<file path="config.mk">
export PLATFORM = sky130hd
export DESIGN_NAME = videosync_gen_flat
export DESIGN_NICKNAME = d
export VERILOG_FILES = /design/src/rtl/videosync_gen_if.sv /design/src/rtl/videosync_gen.sv /design/src/flat_wrapper.sv
export SDC_FILE = /design/constraint.sdc
export NUM_CORES = 1
export LEC_CHECK = 0
export ABC_AREA = 0
export BUFFER_PORTS_ARGS = -buffer_cell sky130_fd_sc_hd__buf_4
export CAP_MARGIN = 20
export CORE_MARGIN = 2
export CORE_UTILIZATION = 40
export CTS_BUF_LIST = sky130_fd_sc_hd__clkbuf_2
export CTS_CLUSTER_SIZE = 8
export DETAILED_ROUTE_END_ITERATION = 16
export GPL_TIMING_DRIVEN = 1
export PLACE_DENSITY = 0.59
export SYNTH_ARGS = -nofsm -noshare
export SYNTH_HDL_FRONTEND = slang
export SYNTH_SLANG_ARGS = --single-unit
</file>
<file path="constraint.sdc">
create_clock -name CLK -period 3.4 [get_ports CLK]
set_input_delay 0.51 -clock CLK [delete_from_list [all_inputs] [get_ports CLK]]
set_output_delay 0.51 -clock CLK [all_outputs]
set_load 0.05 [all_outputs]
</file>
<file path="src/rtl/videosync_gen_if.sv">
// ---------------------------------------------------------------------------
// videosync_gen_if
// Bundle of the video timing generator's pixel-rate signals.
//   CE_PIX       pixel clock enable (consumer -> generator)
//   VMODE        requested standard, 0=NTSC 1=PAL (consumer -> generator)
//   PIXELC       current pixel count, HW bits
//   RASTERC      current line count, VW bits
//   FIELD        odd/even line flag
//   HSYNC/VSYNC  active-low syncs (pipeline delayed)
//   HBLANK/VBLANK active-high blanks (pipeline delayed)
//   LINE_START, FRAME_START  one-clock pulses
//   VMODE_ACT    standard currently in effect
// Modports: master = generator side, slave = consumer side.
// ---------------------------------------------------------------------------
interface videosync_gen_if #(
    parameter int HW = 9,
    parameter int VW = 9
);
    logic          CE_PIX;
    logic          VMODE;
    logic [HW-1:0] PIXELC;
    logic [VW-1:0] RASTERC;
    logic          FIELD;
    logic          HSYNC;
    logic          VSYNC;
    logic          HBLANK;
    logic          VBLANK;
    logic          LINE_START;
    logic          FRAME_START;
    logic          VMODE_ACT;

    modport master (
        input  CE_PIX, VMODE,
        output PIXELC, RASTERC, FIELD, HSYNC, VSYNC, HBLANK, VBLANK,
               LINE_START, FRAME_START, VMODE_ACT
    );

    modport slave (
        output CE_PIX, VMODE,
        input  PIXELC, RASTERC, FIELD, HSYNC, VSYNC, HBLANK, VBLANK,
               LINE_START, FRAME_START, VMODE_ACT
    );
endinterface

</file>
<file path="src/rtl/videosync_gen.sv">
// ---------------------------------------------------------------------------
// videosync_gen
// NTSC/PAL raster timing generator. Counts pixels and lines on CE_PIX,
// decodes sync and blank windows from the counters and delays them by
// SYNC_DLY pixel enables so they line up with a downstream pixel pipeline.
// Ports:
//   CLK    system clock, rising edge
//   RESET  synchronous active-high reset
//   bus    videosync_gen_if.master (CE_PIX, VMODE in; counters, syncs,
//          blanks, line/frame pulses, VMODE_ACT out)
// ---------------------------------------------------------------------------
module videosync_gen #(
    parameter int            HW           = 9,
    parameter int            VW           = 9,
    parameter logic [HW-1:0] H_FIRST      = 9'h080,
    parameter logic [HW-1:0] H_LAST       = 9'h1FF,
    parameter logic [HW-1:0] HBLANK_FIRST = 9'h1C0,
    parameter logic [HW-1:0] HBLANK_LAST  = 9'h0BF,
    parameter logic [HW-1:0] HSYNC_FIRST  = 9'h1D0,
    parameter logic [HW-1:0] HSYNC_LAST   = 9'h1EF,
    parameter logic [VW-1:0] V_FIRST_NTSC = 9'h0F8,
    parameter logic [VW-1:0] V_FIRST_PAL  = 9'h0C8,
    parameter logic [VW-1:0] V_LAST       = 9'h1FF,
    parameter logic [VW-1:0] VACT_FIRST   = 9'h110,
    parameter logic [VW-1:0] VACT_LAST    = 9'h1EF,
    parameter int            VSYNC_LEN    = 8,
    parameter int            SYNC_DLY     = 3
) (
    input  logic           CLK,
    input  logic           RESET,
    videosync_gen_if.master bus
);

    logic [HW-1:0] pixelc;
    logic [VW-1:0] rasterc;
    logic          field;
    logic          line_start;
    logic          frame_start;
    logic          vmode_act;

    logic          h_wrap;
    logic          v_wrap;
    // {hsync_n, vsync_n, hblank, vblank}
    logic [3:0]    term_now;
    logic [3:0]    term_rst;
    logic [3:0]    term_out;

    function automatic logic [VW-1:0] v_first(input logic mode);
        return mode ? V_FIRST_PAL : V_FIRST_NTSC;
    endfunction

    // Inclusive window; FIRST > LAST means the window wraps through the end
    // of the count range.
    function automatic logic in_range_h(input logic [HW-1:0] v,
                                        input logic [HW-1:0] first,
                                        input logic [HW-1:0] last);
        if (first <= last)
            return (v >= first) && (v <= last);
        return (v >= first) || (v <= last);
    endfunction

    function automatic logic in_range_v(input logic [VW-1:0] v,
                                        input logic [VW-1:0] first,
                                        input logic [VW-1:0] last);
        if (first <= last)
            return (v >= first) && (v <= last);
        return (v >= first) || (v <= last);
    endfunction

    function automatic logic [3:0] decode(input logic [HW-1:0] p,
                                          input logic [VW-1:0] r,
                                          input logic          mode);
        logic [VW-1:0] vs_first;
        logic [VW-1:0] vs_last;
        vs_first = v_first(mode);
        vs_last  = vs_first + VW'(VSYNC_LEN - 1);
        return {~in_range_h(p, HSYNC_FIRST, HSYNC_LAST),
                ~in_range_v(r, vs_first, vs_last),
                in_range_h(p, HBLANK_FIRST, HBLANK_LAST),
                ~in_range_v(r, VACT_FIRST, VACT_LAST)};
    endfunction

    assign h_wrap   = (pixelc == H_LAST);
    assign v_wrap   = (rasterc == V_LAST);
    assign term_now = decode(pixelc, rasterc, vmode_act);
    // What the decode will be right after reset, so the delayed outputs are
    // already meaningful on the first post-reset cycle.
    assign term_rst = decode(H_FIRST, v_first(bus.VMODE), bus.VMODE);

    // Counter stage: pixel/line counters, field flag and start pulses.
    // VMODE is sampled only at the frame wrap so a frame never changes length.
    always_ff @(posedge CLK) begin
        if (RESET) begin
            pixelc      <= H_FIRST;
            rasterc     <= v_first(bus.VMODE);
            vmode_act   <= bus.VMODE;
            field       <= 1'b0;
            line_start  <= 1'b0;
            frame_start <= 1'b0;
        end else if (bus.CE_PIX) begin
            line_start  <= h_wrap;
            frame_start <= h_wrap && v_wrap;
            if (h_wrap) begin
                pixelc <= H_FIRST;
                field  <= ~field;
                if (v_wrap) begin
                    vmode_act <= bus.VMODE;
                    rasterc   <= v_first(bus.VMODE);
                end else begin
                    rasterc <= rasterc + 1'b1;
                end
            end else begin
                pixelc <= pixelc + 1'b1;
            end
        end else begin
            line_start  <= 1'b0;
            frame_start <= 1'b0;
        end
    end

    // Sync/blank delay stage: SYNC_DLY taps advancing on CE_PIX.
    generate
        if (SYNC_DLY == 0) begin : g_nodly
            assign term_out = term_now;
        end else begin : g_dly
            logic [3:0] sync_p [SYNC_DLY];

            always_ff @(posedge CLK) begin
                if (RESET) begin
                    for (int k = 0; k < SYNC_DLY; k++)
                        sync_p[k] <= term_rst;
                end else if (bus.CE_PIX) begin
                    sync_p[0] <= term_now;
                    for (int k = 1; k < SYNC_DLY; k++)
                        sync_p[k] <= sync_p[k-1];
                end
            end

            assign term_out = sync_p[SYNC_DLY-1];
        end
    endgenerate

    assign bus.PIXELC      = pixelc;
    assign bus.RASTERC     = rasterc;
    assign bus.FIELD       = field;
    assign bus.LINE_START  = line_start;
    assign bus.FRAME_START = frame_start;
    assign bus.VMODE_ACT   = vmode_act;
    assign bus.HSYNC       = term_out[3];
    assign bus.VSYNC       = term_out[2];
    assign bus.HBLANK      = term_out[1];
    assign bus.VBLANK      = term_out[0];

endmodule

</file>
<file path="src/flat_wrapper.sv">
// flat-port wrapper written by rule: the top's interface ports become plain ports
module videosync_gen_flat 
#(
    parameter int            HW           = 9,
    parameter int            VW           = 9,
    parameter logic [HW-1:0] H_FIRST      = 9'h080,
    parameter logic [HW-1:0] H_LAST       = 9'h1FF,
    parameter logic [HW-1:0] HBLANK_FIRST = 9'h1C0,
    parameter logic [HW-1:0] HBLANK_LAST  = 9'h0BF,
    parameter logic [HW-1:0] HSYNC_FIRST  = 9'h1D0,
    parameter logic [HW-1:0] HSYNC_LAST   = 9'h1EF,
    parameter logic [VW-1:0] V_FIRST_NTSC = 9'h0F8,
    parameter logic [VW-1:0] V_FIRST_PAL  = 9'h0C8,
    parameter logic [VW-1:0] V_LAST       = 9'h1FF,
    parameter logic [VW-1:0] VACT_FIRST   = 9'h110,
    parameter logic [VW-1:0] VACT_LAST    = 9'h1EF,
    parameter int            VSYNC_LEN    = 8,
    parameter int            SYNC_DLY     = 3
)
  (CLK, RESET, bus_CE_PIX, bus_VMODE, bus_PIXELC, bus_RASTERC, bus_FIELD, bus_HSYNC, bus_VSYNC, bus_HBLANK, bus_VBLANK, bus_LINE_START, bus_FRAME_START, bus_VMODE_ACT);
  videosync_gen_if #(.HW(HW), .VW(VW)) bus_i ();
  input  logic CLK;
  input  logic RESET;
  input wire logic [$bits(bus_i.CE_PIX)-1:0] bus_CE_PIX;
  input wire logic [$bits(bus_i.VMODE)-1:0] bus_VMODE;
  output wire logic [$bits(bus_i.PIXELC)-1:0] bus_PIXELC;
  output wire logic [$bits(bus_i.RASTERC)-1:0] bus_RASTERC;
  output wire logic [$bits(bus_i.FIELD)-1:0] bus_FIELD;
  output wire logic [$bits(bus_i.HSYNC)-1:0] bus_HSYNC;
  output wire logic [$bits(bus_i.VSYNC)-1:0] bus_VSYNC;
  output wire logic [$bits(bus_i.HBLANK)-1:0] bus_HBLANK;
  output wire logic [$bits(bus_i.VBLANK)-1:0] bus_VBLANK;
  output wire logic [$bits(bus_i.LINE_START)-1:0] bus_LINE_START;
  output wire logic [$bits(bus_i.FRAME_START)-1:0] bus_FRAME_START;
  output wire logic [$bits(bus_i.VMODE_ACT)-1:0] bus_VMODE_ACT;
  assign bus_i.CE_PIX = bus_CE_PIX;
  assign bus_i.VMODE = bus_VMODE;
  assign bus_PIXELC = bus_i.PIXELC;
  assign bus_RASTERC = bus_i.RASTERC;
  assign bus_FIELD = bus_i.FIELD;
  assign bus_HSYNC = bus_i.HSYNC;
  assign bus_VSYNC = bus_i.VSYNC;
  assign bus_HBLANK = bus_i.HBLANK;
  assign bus_VBLANK = bus_i.VBLANK;
  assign bus_LINE_START = bus_i.LINE_START;
  assign bus_FRAME_START = bus_i.FRAME_START;
  assign bus_VMODE_ACT = bus_i.VMODE_ACT;
  videosync_gen #(.HW(HW), .VW(VW), .H_FIRST(H_FIRST), .H_LAST(H_LAST), .HBLANK_FIRST(HBLANK_FIRST), .HBLANK_LAST(HBLANK_LAST), .HSYNC_FIRST(HSYNC_FIRST), .HSYNC_LAST(HSYNC_LAST), .V_FIRST_NTSC(V_FIRST_NTSC), .V_FIRST_PAL(V_FIRST_PAL), .V_LAST(V_LAST), .VACT_FIRST(VACT_FIRST), .VACT_LAST(VACT_LAST), .VSYNC_LEN(VSYNC_LEN), .SYNC_DLY(SYNC_DLY)) u_core (.CLK(CLK), .RESET(RESET), .bus(bus_i));
endmodule
</file>
==> impl_metrics.json, run 1 <==
{
  "cts_tree": "yes",
  "synth_area_leaders": "edfxtp_1 41%, dfxtp_1 15%, ha_1 6.1%",
  "htreeDepth": 2,
  "p_clk_frac": 0.253,
  "synth_flop_cell": "edfxtp_1",
  "routedWlPerCell_um": 13.73,
  "status": "finished, final reports clean",
  "vias": 1194,
  "clockBufferDepth": 2,
  "hold_start": "bus_VMODE",
  "clkSinkCount": 34,
  "synth_area_sq_um": 1630,
  "grt_max_degree": 16,
  "routed_wl_um": 3186,
  "drc": 0,
  "cp_max_fo": 14,
  "insertion_delay_ns": 0.37,
  "crit_path_start_kind": "register",
  "highest_layer": "met4",
  "crit_buf_inv": 1,
  "area_delta_synth_final_pct": 17.96,
  "nNetsFinal": 193,
  "synth_largest_area_cell": "edfxtp_1",
  "viasPerCell": 5.147,
  "hold_class": "in2reg",
  "fin_crit_ns": 2.105,
  "rsz0062_at_grt": "no",
  "wl_met1_um": 1387,
  "dpl.cell_count": 224,
  "cts-root-buf": "clkbuf_2",
  "overflow": 0,
  "dieArea_sq_um": 4602,
  "yosysSeqAreaShare": 0.5526,
  "cp_top_family": "adder cells",
  "layout_common_cells": "29 x buf_4, 22 x edfxtp_1, 12 x nor2_1, 12 x dfxtp_1, 10 x nand2_1",
  "p_comb_frac": 0.126,
  "crit_chain": "ha_1 > nand4_1 > nor2_1 > ha_1 > a21oi_1 > inv_1",
  "hold_ws_ns": 0.3132,
  "track_usage": 0.1560,
  "maxSlewViolCount": 0,
  "avgSynthCellArea_sq_um": 10.94,
  "hold_violations": 0,
  "wl_met3_um": 180,
  "switching_share": 0.2771,
  "finalCritPeriodShare": 0.6191,
  "startpoint": "u_core.bus.PIXELC[0]",
  "power.leakage_nw": 0.7347,
  "ys_ff_latch": 34,
  "setup_tns_ns": 0,
  "worst-slew-pin-transition_ns": 0.4961,
  "instances_no_fill": 232,
  "r2r-start": "u_core.bus.PIXELC[0]",
  "postCtsSetupRepairBufs": 0,
  "path_common_cell": "ha_1",
  "synth_enable_flop_cells": 22,
  "synth_top_area_frac": 0.4052,
  "grt_pass1_vias": 1119,
  "cts_resized": 0,
  "p_int_uw": 546.1,
  "layout-drive-gt1-share": 0.2308,
  "cts.reportedPaths.clkPinSlew_ns": 0.16,
  "syn_inst": 149,
  "rows": 23,
  "p_per_area_nw_per_um2": 392.8,
  "layout_commonest_cell": "buf_4",
  "cap_violations": 0,
  "core_region_area_sq_um": 3971,
  "fmax_ghz": 0.4751,
  "dp_hpwl_um": 2234,
  "grt_pass1_wl_um": 5181,
  "chipWidth_um": 67.84,
  "relSlewSlack": 0.6689,
  "ys_warn_count": 0,
  "die_y_um": 67.84,
  "synth.distinct_cells": 36,
  "syn-num-nets": 161,
  "cts_hold_buffers": 0,
  "synthArstFlopShare": 0,
  "start_util": 0.4105,
  "critPathMaxStageDelay_ns": 0.47,
  "power.switching_uw": 209.3,
  "antenna_found_initial": 0,
  "dr.pass1.iters": 4,
  "finClkSkew_ns": 0.01140,
  "crit_arrival_ns": 2.14,
  "n_antenna_cell": 0,
  "drt_iter0_markers": 65,
  "io_pins": 30,
  "end_kind": "register",
  "drtAntennaViolNets": 0,
  "path_class": "reg2reg",
  "cts_buffers": 5,
  "critPathSlowestCell": "dfxtp_1",
  "ir_drop_mv": 0.1869,
  "final_util": 0.4842,
  "portBuffers": 29,
  "seqPwrFrac": 0.622,
  "globalplace.congestion": 0.8624,
  "met2WireLength_um": 1570,
  "finalSetupViolations": 0,
  "worstPathRequired_ns": 3.43
}
cell families after synthesis:
| kind of cell | Yosys count | synth area share |
|---|---|---|
| buffers and inverters | 11 | 0.03300 |
| muxes | 1 | 0.006140 |
| and+or+nand+nor | 69 | 0.2402 |
| AOI/OAI and AO/OA | 18 | 0.06371 |
| adders and majority gates | 8 | 0.06140 |
| DFF | 34 | 0.5526 |
| xor gates and xnor gates | 8 | 0.04298 |
synthesized netlist by cell type (all sizes together), types with 5 or more instances:
cell and number:
dfxtp 12, nand2b 6, nor2 12, o21ai 7
or3 5, nand2 10, edfxtp 22, and2 5
inv 7, a21oi 6, nand3 8, xor2 5
nand4 6, ha 8
sequential cells by signal, summed over array words and instances, names as in the netlist:
signal and cells:
u_core.g_dly.sync_p 12, u_core.bus.PIXELC 9, u_core.bus.RASTERC 9, u_core.bus.FIELD 1, u_core.bus.FRAME_START 1, u_core.bus.LINE_START 1, u_core.bus.VMODE_ACT 1
layout make-up:
class	instances	area, sq um
Clock buffer	8	40.04
Fill cell	375	2048
Inverter	7	26.28
Multi-Input combinational cell	104	675.6
Sequential cell	34	900.9
Tap cell	50	62.56
Timing Repair Buffer	29	217.7
per-stage QoR:
step                      area (sq um)  worst slack, ns  total power, mW
after floorplan                   1630            1.219           0.5463
after global placement            1883            1.403           0.5736
after detailed placement          1883            1.298           0.5747
after CTS                         1923            1.282           0.7638
after global routing              1923            1.109           0.7935
final                             1923            1.295           0.7554
metal layers:
layer / global-route usage / vias to the layer above
met1: 0.2021 / 553
met3: 0.04770 / 7
met5: 0 / -
met2: 0.2377 / 35
li1: - / 599
met4: 0.07500 / 0
power by group through the flow:
stage	Combinational [mW]	Sequential, mW	Clock, mW
after detailed placement	0.0959	0.479	0
final	0.0948	0.470	0.191
after CTS	0.0962	0.470	0.198
after floorplan	0.0381	0.508	0
after global placement	0.0951	0.478	0
after global routing	0.103	0.473	0.217
final timing paths:
check,endpoint,slack [ns],depth (start not counted)
worst min-delay path,u_core.bus.VMODE_ACT,0.31,1
worst max-delay path,u_core.bus.RASTERC[4],1.30,6
worst min register to register,u_core.g_dly.sync_p[0][7],0.52,1
worst max register to register,u_core.bus.RASTERC[4],1.30,6
Note: power is estimated with default switching activity, not from simulation.
==> run 2: changes to the inputs <==
==> constraint.sdc (replaced) <==
create_clock -name CLK -period 2.1 [get_ports CLK]
set_input_delay 0.315 -clock CLK [delete_from_list [all_inputs] [get_ports CLK]]
set_output_delay 0.315 -clock CLK [all_outputs]
set_load 0.05 [all_outputs]
==> impl_metrics.json, run 2 (synthesis gave the netlist of run 1 again) <==
{
  "dpl.cell_count": 235,
  "routed_wl_um": 3244,
  "finalCritPeriodShare": 0.9020,
  "drc": 0,
  "power.leakage_nw": 0.7882,
  "routedWlPerCell_um": 13.35,
  "worstPathRequired_ns": 2.35,
  "cts_tree": "yes",
  "clkSinkCount": 34,
  "crit_path_start_kind": "register",
  "cts_resized": 0,
  "p_clk_frac": 0.246,
  "n_antenna_cell": 0,
  "p_comb_frac": 0.137,
  "ir_drop_mv": 0.2605,
  "htreeDepth": 2,
  "largest_register_ffs": 12,
  "cp_max_fo": 6,
  "finalSetupViolations": 0,
  "overflow": 0,
  "hold_class": "in2reg",
  "drtAntennaViolNets": 0,
  "layout_commonest_cell": "buf_4",
  "fin_crit_ns": 1.894,
  "end_kind": "register",
  "cts.reportedPaths.clkPinSlew_ns": 0.18,
  "dr.pass1.iters": 4,
  "cap_violations": 0,
  "grt_pass1_wl_um": 5188,
  "viasPerCell": 4.988,
  "postCtsSetupRepairBufs": 0,
  "area_delta_synth_final_pct": 23.33,
  "portBuffers": 29,
  "path_class": "reg2reg",
  "drt_iter0_markers": 91,
  "insertion_delay_ns": 0.38,
  "die_y_um": 67.84,
  "start_util": 0.4105,
  "cts-root-buf": "clkbuf_2",
  "vias": 1212,
  "cts_buffers": 5,
  "antenna_found_initial": 0,
  "hold_violations": 0,
  "rsz0062_at_grt": "no",
  "dp_hpwl_um": 2395,
  "chipWidth_um": 67.84,
  "nNetsFinal": 204,
  "finClkSkew_ns": 0.01823,
  "top_register": "u_core.g_dly.sync_p",
  "grt_max_degree": 13,
  "io_pins": 30,
  "cts_hold_buffers": 0,
  "crit_arrival_ns": 2.14,
  "relSlewSlack": 0.7491,
  "p_per_area_nw_per_um2": 610.6,
  "globalplace.congestion": 0.8757,
  "layout-drive-gt1-share": 0.2902,
  "power.switching_uw": 349.8,
  "fmax_ghz": 0.5279,
  "instances_no_fill": 243,
  "setup_tns_ns": 0,
  "status": "finished, final reports clean",
  "track_usage": 0.1551,
  "switching_share": 0.2849,
  "dieArea_sq_um": 4602,
  "seqPwrFrac": 0.616,
  "n_fill_cell": 378,
  "grt_pass1_vias": 1140,
  "worst-slew-pin-transition_ns": 0.3760,
  "maxSlewViolCount": 0,
  "rows": 23,
  "p_int_uw": 877.9,
  "core_region_area_sq_um": 3971,
  "layout_common_cells": "40 x buf_4, 22 x edfxtp_1, 12 x nor2_1",
  "clockBufferDepth": 2
}
run 2: cell types whose count changed in the layout (fill, tap and decap cells not counted):
cell | previous run | this run
buf_4 | 29 | 40
ha_1 | 8 | 7
dfxtp_2 | 0 | 2
dfxtp_1 | 12 | 10
clkinv_2 | 0 | 2
clkbuf_2 | 8 | 6
ha_2 | 0 | 1
run 2: metrics by stage:
step	hold slack, ns	total power [mW]	utilization	worst slack [ns]	cell area, sq um
floorplan	0.4139	0.8855	-	0.02294	1635
global placement	0.4792	0.9376	0.4962	0.2576	1971
detailed placement	0.4862	0.9402	0.4962	0.2147	1971
CTS	0.1065	1.241	0.5063	0.1957	2011
global route	0.09985	1.285	0.5063	0.008222	2011
finish	0.1298	1.228	0.5063	0.2059	2011
run 2: worst max-delay path: stages, from the launching register on:
cell	delay, ns
edfxtp_1	0.48
ha_2	0.24
nand3_1	0.15
nor3_1	0.08
ha_1	0.21
or2_2	0.32
and2_1	0.17
a31oi_1	0.13
run 2: cell type report:
type                    count  area (sq um)  area share
clock inverters             2         10.01    0.004978
repair buffers             40         300.3      0.1493
well taps                  50         62.56     0.03111
multi-input cells         104         678.2      0.3373
inverters                   7         26.28     0.01307
flip-flops and latches     34         903.4      0.4493
clock buffers               6         30.03     0.01493
run 2: final timing paths:
check | start | end | slack, ns | cells after the start
max | u_core.bus.RASTERC[1] | u_core.bus.RASTERC[5] | 0.21 | 7
min | bus_VMODE | u_core.bus.VMODE_ACT | 0.13 | 1
max reg2reg | u_core.bus.RASTERC[1] | u_core.bus.RASTERC[5] | 0.21 | 7
min reg2reg | u_core.g_dly.sync_p[0][3] | u_core.g_dly.sync_p[0][7] | 0.52 | 1
run 2: power groups by stage:
stage                     logic (mW)  registers [mW]  clock network, mW
after floorplan               0.0619           0.824                  0
after global placement         0.167           0.771                  0
after detailed placement       0.169           0.771                  0
after CTS                      0.170           0.756              0.315
after global routing           0.182           0.761              0.342
final                          0.169           0.756              0.303
run 2: metal layers:
layer | track usage | part of all wire | up-vias
met5 | 0 | 0 | -
met3 | 0.04112 | 0.031 | 10
met2 | 0.2267 | 0.45 | 20
met4 | 0.1050 | 0.028 | 0
met1 | 0.2006 | 0.49 | 560
li1 | - | - | 622
